--- src/rtl/vga_rect_writer.sv ---
// -----------------------------------------------------------------------------
// vga_rect_writer
//
// Bus-initiator drawing engine for the VGA peripheral. A rectangle command
// (two corners) is normalised and clamped to the frame buffer. The engine then
// requests the shared 8-bit bus and writes the Y register once per row and the
// X register once per pixel, so the VGA block sets every pixel in the rectangle.
//
// Optional feature macro: VGA_RECT_COLOUR_EN
//   defined   -> COLOUR port exists; the colour register (base address) is
//                written once before the first row.
//   undefined -> no COLOUR port; the colour register is left untouched.
//
// Timing model: START is sampled on a rising edge. BUSY and BUS_REQ appear
// after the next edge. The first write appears in the cycle in which
// BUS_GNT is first sampled high while the request is pending. With the grant
// held high, that write therefore follows the REQ cycle directly. Each bus
// output is registered, and its value reflects the action taken at the edge
// that produced it.
// -----------------------------------------------------------------------------
module vga_rect_writer #(
    parameter logic [7:0] VGA_BASE_ADDR = 8'hB0,
    parameter logic [7:0] X_MAX         = 8'd159,
    parameter logic [6:0] Y_MAX         = 7'd119
) (
    input  logic       CLK,
    input  logic       RESET,
    input  logic       START,
    input  logic [7:0] X0,
    input  logic [7:0] X1,
    input  logic [6:0] Y0,
    input  logic [6:0] Y1,
`ifdef VGA_RECT_COLOUR_EN
    input  logic [7:0] COLOUR,
`endif
    input  logic       BUS_GNT,
    output logic       BUS_REQ,
    output logic [7:0] BUS_ADDR,
    output logic [7:0] BUS_DATA,
    output logic       BUS_WE,
    output logic       BUSY,
    output logic       DONE
);

    // -------------------------------------------------------------------------
    // Register map of the VGA peripheral as seen from this initiator
    // -------------------------------------------------------------------------
    localparam logic [7:0] COLOUR_ADDR = VGA_BASE_ADDR;
    localparam logic [7:0] X_ADDR      = VGA_BASE_ADDR + 8'd1;
    localparam logic [7:0] Y_ADDR      = VGA_BASE_ADDR + 8'd2;

    // -------------------------------------------------------------------------
    // FSM encoding
    // -------------------------------------------------------------------------
    localparam logic [2:0] ST_IDLE = 3'd0;
    localparam logic [2:0] ST_REQ  = 3'd1;
    localparam logic [2:0] ST_ROW  = 3'd3;
    localparam logic [2:0] ST_PIX  = 3'd4;
    localparam logic [2:0] ST_FIN  = 3'd5;
`ifdef VGA_RECT_COLOUR_EN
    localparam logic [2:0] ST_COL  = 3'd2;
    // The colour write is the first bus write of every non-empty command.
    localparam logic [2:0] FIRST_PHASE = ST_COL;
`else
    localparam logic [2:0] FIRST_PHASE = ST_ROW;
`endif

    logic [2:0] state;

    // Latched, normalised and clamped rectangle bounds
    logic [7:0] xl;
    logic [7:0] xh;
    logic [6:0] yh;

    // Scan position
    logic [7:0] x;
    logic [6:0] y;

`ifdef VGA_RECT_COLOUR_EN
    logic [7:0] colour_q;
`endif

    // Command decode, evaluated on the raw inputs so it can be latched on accept
    logic [7:0] cmd_xl;
    logic [7:0] cmd_xh;
    logic [6:0] cmd_yl;
    logic [6:0] cmd_yh;
    logic       cmd_empty;

    // Write phase actually executed this cycle (REQ performs the first write)
    logic [2:0] phase;
    logic       x_last;
    logic       y_last;

    // Normalise the corners, clamp the upper bounds and detect empty commands
    always_comb begin
        // NOTE: every combinational output gets a default first, so no path
        // leaves a signal unassigned and no latch is inferred.
        cmd_xl    = X0;
        cmd_xh    = X1;
        cmd_yl    = Y0;
        cmd_yh    = Y1;
        cmd_empty = 1'b0;

        if (X1 < X0) begin
            cmd_xl = X1;
            cmd_xh = X0;
        end
        if (Y1 < Y0) begin
            cmd_yl = Y1;
            cmd_yh = Y0;
        end

        // Clamping the upper bounds means the scan counters never run past the
        // frame-buffer edge, so they cannot wrap around.
        if (cmd_xh > X_MAX) begin
            cmd_xh = X_MAX;
        end
        if (cmd_yh > Y_MAX) begin
            cmd_yh = Y_MAX;
        end

        // A lower bound outside the frame buffer leaves nothing to draw
        cmd_empty = (cmd_xl > X_MAX) || (cmd_yl > Y_MAX);
    end

    // Select the write phase and the end-of-row / end-of-rectangle conditions
    always_comb begin
        phase = state;
        if (state == ST_REQ) begin
            phase = FIRST_PHASE;
        end
        x_last = (x == xh);
        y_last = (y == yh);
    end

    // Control FSM, scan counters and registered bus outputs
    always_ff @(posedge CLK) begin
        // NOTE: sequential state is assigned with non-blocking (<=) only.
        // Every flop samples the pre-edge values, whatever the statement order.
        if (RESET) begin
            // NOTE: the reset is synchronous. The design has no memory arrays,
            // so every register, datapath included, can reset cheaply and
            // simulation has no X state to chase.
            state    <= ST_IDLE;
            BUS_REQ  <= 1'b0;
            BUS_ADDR <= 8'h00;
            BUS_DATA <= 8'h00;
            BUS_WE   <= 1'b0;
            BUSY     <= 1'b0;
            DONE     <= 1'b0;
            xl       <= 8'h00;
            xh       <= 8'h00;
            yh       <= 7'h00;
            x        <= 8'h00;
            y        <= 7'h00;
`ifdef VGA_RECT_COLOUR_EN
            colour_q <= 8'h00;
`endif
        end else begin
            // Bus idles at zero, and DONE is a single-cycle pulse, unless a
            // branch below overrides them.
            BUS_WE   <= 1'b0;
            BUS_ADDR <= 8'h00;
            BUS_DATA <= 8'h00;
            DONE     <= 1'b0;

            case (state)
                ST_IDLE: begin
                    if (START) begin
                        xl   <= cmd_xl;
                        xh   <= cmd_xh;
                        yh   <= cmd_yh;
                        x    <= cmd_xl;
                        y    <= cmd_yl;
                        BUSY <= 1'b1;
`ifdef VGA_RECT_COLOUR_EN
                        colour_q <= COLOUR;
`endif
                        if (cmd_empty) begin
                            // Nothing to draw: skip the bus entirely
                            state <= ST_FIN;
                        end else begin
                            BUS_REQ <= 1'b1;
                            state   <= ST_REQ;
                        end
                    end
                end

`ifdef VGA_RECT_COLOUR_EN
                ST_COL,
`endif
                ST_REQ, ST_ROW, ST_PIX: begin
                    // Without a grant, hold position and keep requesting, so
                    // no write is skipped or repeated on regrant.
                    if (BUS_GNT) begin
                        case (phase)
`ifdef VGA_RECT_COLOUR_EN
                            ST_COL: begin
                                BUS_WE   <= 1'b1;
                                BUS_ADDR <= COLOUR_ADDR;
                                BUS_DATA <= colour_q;
                                state    <= ST_ROW;
                            end
`endif
                            ST_ROW: begin
                                BUS_WE   <= 1'b1;
                                BUS_ADDR <= Y_ADDR;
                                BUS_DATA <= {1'b0, y};
                                x        <= xl;
                                state    <= ST_PIX;
                            end
                            ST_PIX: begin
                                BUS_WE   <= 1'b1;
                                BUS_ADDR <= X_ADDR;
                                BUS_DATA <= x;
                                if (x_last) begin
                                    if (y_last) begin
                                        state <= ST_FIN;
                                    end else begin
                                        y     <= y + 7'd1;
                                        state <= ST_ROW;
                                    end
                                end else begin
                                    x <= x + 8'd1;
                                end
                            end
                            default: begin
                                state <= ST_IDLE;
                            end
                        endcase
                    end
                end

                ST_FIN: begin
                    // Drop the request together with the completion pulse
                    DONE    <= 1'b1;
                    BUSY    <= 1'b0;
                    BUS_REQ <= 1'b0;
                    state   <= ST_IDLE;
                end

                default: begin
                    // Unused encodings recover to a clean idle
                    BUSY    <= 1'b0;
                    BUS_REQ <= 1'b0;
                    state   <= ST_IDLE;
                end
            endcase
        end
    end

endmodule

--- config.mk ---
export PLATFORM = sky130hd
export DESIGN_NAME = vga_rect_writer
export DESIGN_NICKNAME = d
export VERILOG_FILES = /design/src/rtl/vga_rect_writer.sv
export SDC_FILE = /design/constraint.sdc
export NUM_CORES = 1
export LEC_CHECK = 0
export CORE_MARGIN = 1
export CORE_UTILIZATION = 50
export DETAILED_ROUTE_END_ITERATION = 12
export GPL_TIMING_DRIVEN = 0
export PLACE_DENSITY = 0.72
export SYNTH_ARGS = -nofsm -noshare
export SYNTH_HDL_FRONTEND = slang
export SYNTH_SLANG_ARGS = --single-unit
--- constraint.sdc ---
create_clock -name CLK -period 3.2 [get_ports CLK]
set_input_delay 0.64 -clock CLK [delete_from_list [all_inputs] [get_ports CLK]]
set_output_delay 0.64 -clock CLK [all_outputs]
set_load 0.01 [all_outputs]
## Yosys cells after proc, flatten, opt, wreduce, memory -nomap -nowiden

Cells that the tools add are included.

| operators by class | value |
|---|---|
| $add $sub $neg | 2 |
| magnitude comparators | 6 |
| equal/unequal tests | 17 |
| multiplexer cells | 34 |
| bitwise gates (word level) | 2 |
| reductions and logical operators | 12 |

Operator list:

| cell | count |
|---|---|
| case mux 8 bit (2 select lines) | 4 |
| 2-to-1 mux 7 bit | 8 |
| 2-to-1 mux 8 bit | 6 |
| 2-to-1 mux 3 bit | 6 |
| greater-than comparator 8 bit (second input constant) | 2 |
| greater-than comparator 7 bit (second input constant) | 2 |
| case mux 7 bit (2 select lines) | 1 |
| != test 2 bit (second input constant) | 6 |
| case mux 3 bit (2 select lines) | 2 |
| equality test 3 bit (second input constant) | 3 |
| adder 8 x 1 -> 8 bit (second input constant) | 1 |
| equality test 8 bit | 1 |
| less-than comparator 8 bit | 1 |
| adder 7 x 1 -> 7 bit (second input constant) | 1 |
| equality test 7 bit | 1 |
| less-than comparator 7 bit | 1 |
| equality test 3 x 2 -> 1 bit (second input constant) | 2 |
| != test 3 bit (second input constant) | 2 |
| AND reduction 3 bit | 2 |
| AND reduction 6 bit | 1 |
| OR reduction 3 bit | 2 |
| 2-to-1 mux 1 bit | 5 |
| AND reduction 5 bit | 1 |
| case mux 1 bit (2 select lines) | 2 |
| other kinds (8) | 10 |

| word-level totals | value |
|---|---|
| register bits after elaboration | 61 |
| bits of input ports | 34 |
| output and inout bits | 20 |
| word-level logic and storage cells | 85 |

## Longest topological paths before layout

Gate-level depths: netlist of run 1.

| depth | value |
|---|---|
| depth in word-level cells | 7 |
| mapped depth | 10 |
| mapped depth without buffers | 8 |

## Worst setup path after synthesis of run 1

OpenSTA, ideal clock, no wires.

| timing | value |
|---|---|
| path kind | input to register |
| start point | in X0[6] |
| end point | reg xh[0] |
| setup time | 0.091 ns |
| arrival time | 2.453 ns |
| required time | 3.109 ns |
| slack | 0.656 ns |
| stages on the path | 9 |
| path buffers | 1 |
| cell sequence | inv_1 > ha_1 > a21oi_1 > nor2b_1 > or3_1 > clkbuf_1 > nor2_2 > mux2_2 > a311oi_1 |

| on the way | value |
|---|---|
| longest elaborated chain between the ends | 4 |

RTL lines:

| what | line | source |
|---|---|---|
| from (decl) | 29 | `input logic [7:0] X0,` |
| less-than comparator 8 bit | 105 | `if (X1 < X0) begin` |
| 2-to-1 mux 8 bit * | 105 |  |
| greater-than comparator 8 bit | 116 | `if (cmd_xh > X_MAX) begin` |
| 2-to-1 mux 8 bit * | 116 |  |
| to (signal assigned) | 172 | `xh <= cmd_xh;` |
| to (decl) | 72 | `logic [7:0] xh;` |

Every way passes the cells marked *; elsewhere a longest branch is shown, timed or not.
A chain may end at the register's enable or synchronous reset.

## Final worst setup path of run 1

| timing | value |
|---|---|
| start point | in X0[7] |
| end point | reg xh[0] |

The elaborated chain is that of the path after synthesis.

==> impl_results.md, run 1 <==
- Pleak: 0.00163 uW
- Sequential Power Share: 36.9%
- Crit path max fanout: 8
- 1st-iter DRT viols: 237
- Fmax: 331 MHz
- Die X: 84.8 um
- Synth top area cells: dfxtp_1 32%, ha_1 5.5%, nor2_1 4.7%
- Worst r2r dst: y[5]$_SDFFE_PP0P_
- # setup viols final: 0
- Number of global-route vias before repair: 2985
- Post-Syn Area per Cell: 8.33 sq um
- Failing checks: design-rule violations
- Worst min-delay path endpoint: BUSY$_SDFFE_PP0P_
- WP data arrival: 3.24 ns
- Final WL: 9220 um
- Initial antenna violation count: 0
- DRC violation count after routing: 4
- Int Pwr: 1620 uW
- Netlist Area Pre-Place: 3420 sq um
- Clk_skew: 0.00740 ns
- Power Density: 711 nW/um^2
- Starting Density: 52.7%
- Synth top cells by count: 55 x dfxtp_1, 43 x nor2_1, 25 x a21oi_1, 25 x nand2_1, 22 x o21ai_0
- Worst min-delay path category: reg2reg
- Clock transition at path regs: 0.10 ns
- Die span in y: 84.8 um
- Worst skew pair latency: 0.31 ns
- Post-CTS Hold Fix Bufs: 0
- Combinational power share: 50.3%
- Clock power share: 12.8%
- Net Sw Frac: 44.6%
- Bufs on Longest Clock Path: 2
- Dominant cell by count in the synthesized netlist: dfxtp_1
- RSZ-0062 raised after global routing: false
- Post-synthesis sequential area ratio: 32.2%
- Power consumption: 2930 uW
- First-pass GRT wire length: 14900 um
- Largest net degree at the start of global routing: 17
- Port bufs: 50
- Core Footprint: 6490 sq um
- Flops & latches, synth: 55
- I/O Pins: 54
- Grt ovf: 0
- Slew HR: 60.9%
- Htree depth: 2
- Fin Hold WS: 0.477 ns
- Synth Flop Type: dfxtp_1
- TritonCTS clock tree: done
- Least-Margin Pin Slew: 0.583 ns
- Crit Path Class: in2reg
- Dpl hpwl: 7090 um
- CTS Buf Count: 5
- Maximum VDD drop: 0.000269 V
- Post-CTS Setup Inserts: 0
- Part of the cycle the worst path needs: 94.4%
- Clock period minus worst slack: 3.02 ns
- Final RePlAce weighted congestion: 0.890
- Place WS: -0.203 ns
- Max Cap Viol: 0
- Final core occ: 63.4%
- Final ANT Viol Nets: 0
- Status: finished with violations
- Worst hold start: BUSY$_SDFFE_PP0P_
- Share of cells above drive strength 1: 9.55%
- Overall routing resource usage: 26.6%
- Distinct cells, synth: 61
- Post-synth top area share: 32.2%
- Worst hold path depth: 1
- Iteration count of the initial detailed-routing pass: 9
- Wire per inst: 16.8 um
- Critical path capture point type: flop
- Nets: 519
- Asr flop ratio synth: 0%
- Area grow syn2layout: 20.3%
- Fin. max-slew vios: 0
- DIE AREA: 7180 sq um
- Worst Slack Setup Final: 0.179 ns
- R2R cell count: 8
- Yosys warns: 0
- Post-synth EDFFs: 0
- Final Non-Filler Cells: 548
- Synth area leader: dfxtp_1
- Placed insts: 540
- Post-Synthesis Cells: 411
- DR vias/cell: 5.99
- Fillers: 582
- Reg-to-Reg Start: state[0]$_SDFFE_PP0P_
- FF-to-FF setup slack: 0.98 ns
- Row count: 29
- Via count: 3283
- Sink Count: 55
- Hold Fails Final Rpt: 0
- CP Data Required Time: 3.42 ns
- P_sw: 1300 uW
- Crit start category: input pin
- Antenna Cells: 0
- Root Buffer: clkbuf_8
-- worst max-delay path by stage --
| stage | start | end | slack, ns | cells after the start |
|---|---|---|---|---|
| after floorplan | X0[6] | xh[0]$_SDFFE_PP0P_ | 0.66 | 9 |
| after global placement | X0[7] | BUS_REQ$_SDFFE_PP0P_ | -0.20 | 10 |
| after detailed placement | X0[7] | BUS_REQ$_SDFFE_PP0P_ | -0.20 | 10 |
| after CTS | X0[7] | BUS_REQ$_SDFFE_PP0P_ | 0.10 | 10 |
| after global routing | X0[7] | xh[2]$_SDFFE_PP0P_ | 0.008 | 10 |
| final | X0[7] | xh[0]$_SDFFE_PP0P_ | 0.18 | 10 |
-- worst max-delay path, cell delays in order --
cell,delay [ns]
clkdlybuf4s50_1,0.51
inv_1,0.08
ha_1,0.30
nand3_1,0.15
nor2_1,0.07
or3_1,0.30
clkbuf_1,0.19
nor2_2,0.31
mux2_2,0.43
a311oi_1,0.26
-- cells in the final DEF, fill, tap and decap left out, types with 3 or more instances in the layout --
cell             netlist  layout
dfxtp_1               55      55
clkdlybuf4s50_1        0      50
nor2_1                43      43
a21oi_1               25      25
nand2_1               25      25
o21ai_0               22      22
inv_1                 19      19
nand3_1               19      19
a311oi_1              17      17
nor3_1                16      15
xor2_1                15      15
ha_1                  15      15
clkbuf_1              12      13
a211oi_1              13      13
mux2i_1               12      12
buf_2                  8       8
buf_4                  7       7
a22o_1                 6       6
nand2b_1               5       5
nor2b_1                5       5
mux2_2                 5       5
clkbuf_8               0       5
or3_1                  4       4
a221oi_1               4       4
nand4_1                3       3
xnor2_1                3       3
a22oi_1                3       3
o311ai_0               3       3
a211o_1                3       3
conb_1                 1       3
-- sequential cells by signal (all words and copies together), names as in the netlist --
register / cells
BUS_DATA: 8
x: 8
xh: 8
xl: 8
y: 7
yh: 7
BUS_ADDR: 3
state: 3
BUSY: 1
BUS_REQ: 1
DONE: 1
-- per-stage QoR --
stage / instance area (sq um) / setup TNS (ns)
CTS: 4110 / 0
floorplan: 3430 / 0
finish: 4120 / 0
detailed placement: 4030 / -1.01
global route: 4120 / 0
global placement: 4030 / -0.894
-- layout make-up --
cell class	instances	area, sq um	share of cell area, %
flip-flops and latches	55	1100	26.7
repair buffers	50	500	12.2
inverters	19	71.3	1.73
plain buffers	29	153	3.71
clock buffers	6	72.6	1.76
clock inverters	2	12.5	0.304
well taps	77	96.3	2.34
multi-input cells	310	2110	51.3
-- power by group through the flow --
stage          Combinational, uW  Clock, uW  Sequential, uW
2_1_floorplan               1040          0            1030
3_3_place_gp                1410          0            1080
3_5_place_dp                1440          0            1090
4_1_cts                     1450        377            1070
5_1_grt                     1610        408            1100
6_report                    1470        375            1080
-- metal layers --
metal / GRT usage [%] / share of wire (%) / wire length [um] / vias up
met3: 4.03 / 5.9 / 548 / 24
met1: 36.0 / 46 / 4280 / 1520
met4: 9.24 / 2.7 / 250 / 0
met5: 0 / 0 / 0 / -
li1: - / - / - / 1616
met2: 43.2 / 45 / 4140 / 123
-- timing repair --
action / 4_1_cts / 5_1_grt
hold endpoints to repair: 0 / 0
gates resized for setup: 0 / 1
endpoints found under the setup margin: 0 / 2
-- kinds of logic after synthesis --
| group | share of synthesized area (%) |
|---|---|
| buf+inv | 6.54 |
| simple gates | 20.8 |
| compound gates | 24.7 |
| mux | 5.15 |
| fa+ha+maj | 5.48 |
| xor+xnor | 5.08 |
| other cells | 0.110 |
| flops | 32.2 |
Power figures use the tool's default switching activity.
==> run 2: changes to the inputs <==
CORE_UTILIZATION = 52   (was 50)
PLACE_DENSITY = 0.75   (was 0.72)
==> impl_results.md, run 2 (synthesized netlist as in run 1, its figures left out) <==
- CP Data Required Time: 3.44 ns
- Antenna Cells: 0
- Final core occ: 64.9%
- Commonest non-fill, non-tap cell in the layout: dfxtp_1
- Final Cell Area: 4120 sq um
- Area grow syn2layout: 20.3%
- Number of global-route vias before repair: 3043
- Fillers: 555
- Net Sw Frac: 44.2%
- Clock power share: 12.9%
- DIE AREA: 6910 sq um
- Via count: 3321
- Maximum VDD drop: 0.000378 V
- Sequential Power Share: 37.0%
- DR vias/cell: 6.06
- Overall routing resource usage: 27.1%
- Least-Margin Pin Slew: 0.583 ns
- Crit start category: input pin
- Int Pwr: 1620 uW
- Power consumption: 2910 uW
- Grt ovf: 0
- Iteration count of the initial detailed-routing pass: 4
- Status: completed
- Core Footprint: 6350 sq um
- Placed inst area: 4030 sq um
- Power Density: 706 nW/um^2
- Clk_skew: 0.00691 ns
- Worst skew pair latency: 0.31 ns
- Largest net degree at the start of global routing: 16
- Port bufs: 50
- Final WL: 9050 um
- Dpl hpwl: 7120 um
- Most frequent cells in the layout: 55 x dfxtp_1, 50 x clkdlybuf4s50_1, 43 x nor2_1, 25 x a21oi_1, 25 x nand2_1
- Die X: 83.2 um
- # setup viols final: 0
- Critical path capture point type: flop
- Fin. max-slew vios: 0
- Max Cap Viol: 0
- Clock period minus worst slack: 2.98 ns
- CTS Buf Count: 5
- Row count: 29
- I/O Pins: 54
- Fmax: 335 MHz
- Final ANT Viol Nets: 0
- Post-CTS Setup Inserts: 0
- First-pass GRT wire length: 15300 um
- Share of cells above drive strength 1: 9.34%
- 1st-iter DRT viols: 265
- RSZ-0062 raised after global routing: false
- Worst min-delay path category: reg2reg
- Combinational power share: 50.2%
- Clock transition at path regs: 0.09 ns
- Sink Count: 55
- Starting Density: 53.9%
- Slew HR: 60.9%
- Hold Fails Final Rpt: 0
- Die span in y: 83.2 um
- Part of the cycle the worst path needs: 93.3%
- TritonCTS clock tree: done
- Root Buffer: clkbuf_8
- WP data arrival: 3.23 ns
- Htree depth: 2
- P_sw: 1290 uW
- Final RePlAce weighted congestion: 0.940
- Crit Path Class: in2reg
- Bufs on Longest Clock Path: 2
- DRC violation count after routing: 0
- Place WS: -0.204 ns
- Crit path max fanout: 10
- Wire per inst: 16.5 um
- Pleak: 0.00163 uW
- Nets: 519
- Initial antenna violation count: 0
- Worst Slack Setup Final: 0.215 ns
[run 2: critical path, stage by stage]
cell,delay [ns]
clkdlybuf4s50_1,0.49
inv_1,0.05
ha_1,0.30
a21oi_1,0.13
o21ai_0,0.18
a211oi_4,0.54
buf_4,0.29
mux2i_1,0.34
o22ai_1,0.11
a21oi_1,0.14
[run 2: power groups by stage]
stage	logic, uW	registers (uW)	clock network, uW
2_1_floorplan	1040	1030	0
3_3_place_gp	1410	1080	0
3_5_place_dp	1430	1090	0
4_1_cts	1440	1070	374
5_1_grt	1620	1100	404
6_report	1460	1080	374
[run 2: stage by stage]
step | hold slack (ns) | cells | setup TNS (ns)
floorplan | 0.473 | 413 | 0
detailed placement | 0.457 | 540 | -1.28
global placement | 0.448 | 540 | -0.738
CTS | 0.482 | 548 | 0
finish | 0.478 | 548 | 0
global route | 0.513 | 548 | 0
[run 2: final timing paths]
check,from,endpoint,slack (ns),cells past startpoint
min reg2reg,BUSY$_SDFFE_PP0P_,BUSY$_SDFFE_PP0P_,0.48,1
min,BUSY$_SDFFE_PP0P_,BUSY$_SDFFE_PP0P_,0.48,1
max reg2reg,state[0]$_SDFFE_PP0P_,y[5]$_SDFFE_PP0P_,0.89,8
max,Y0[2],y[5]$_SDFFE_PP0P_,0.22,10
[run 2: layout make-up]
cell class,instances,area [sq um],area share (%)
inverter,19,71.3,1.73
clock inverter,1,5.00,0.121
buffer,29,153,3.70
tap,77,96.3,2.34
multi-input combinational,310,2120,51.4
sequential,55,1100,26.7
clock buffer,7,76.3,1.85
timing repair buffer,50,500,12.1
[run 2: timing repair]
| action | 4_1_cts | 5_1_grt |
|---|---|---|
| resized for setup | 0 | 2 |
| endpoints found under the hold margin | 0 | 0 |
| setup endpoints to repair | 0 | 4 |
| hold buffers | 0 | 0 |
[run 2: per-layer routing]
| metal | vias up | track usage, % | wire (um) |
|---|---|---|---|
| met5 | - | 0 | 0 |
| met4 | 0 | 9.56 | 248 |
| met3 | 20 | 2.88 | 573 |
| met2 | 159 | 43.4 | 4050 |
| met1 | 1517 | 37.7 | 4180 |
| li1 | 1625 | - | - |
==> run 3: changes to the inputs <==
CAP_MARGIN = 20   (was unset)
==> results of run 3 <==
The final DEF is identical to that of run 2; final timing and power are the same.
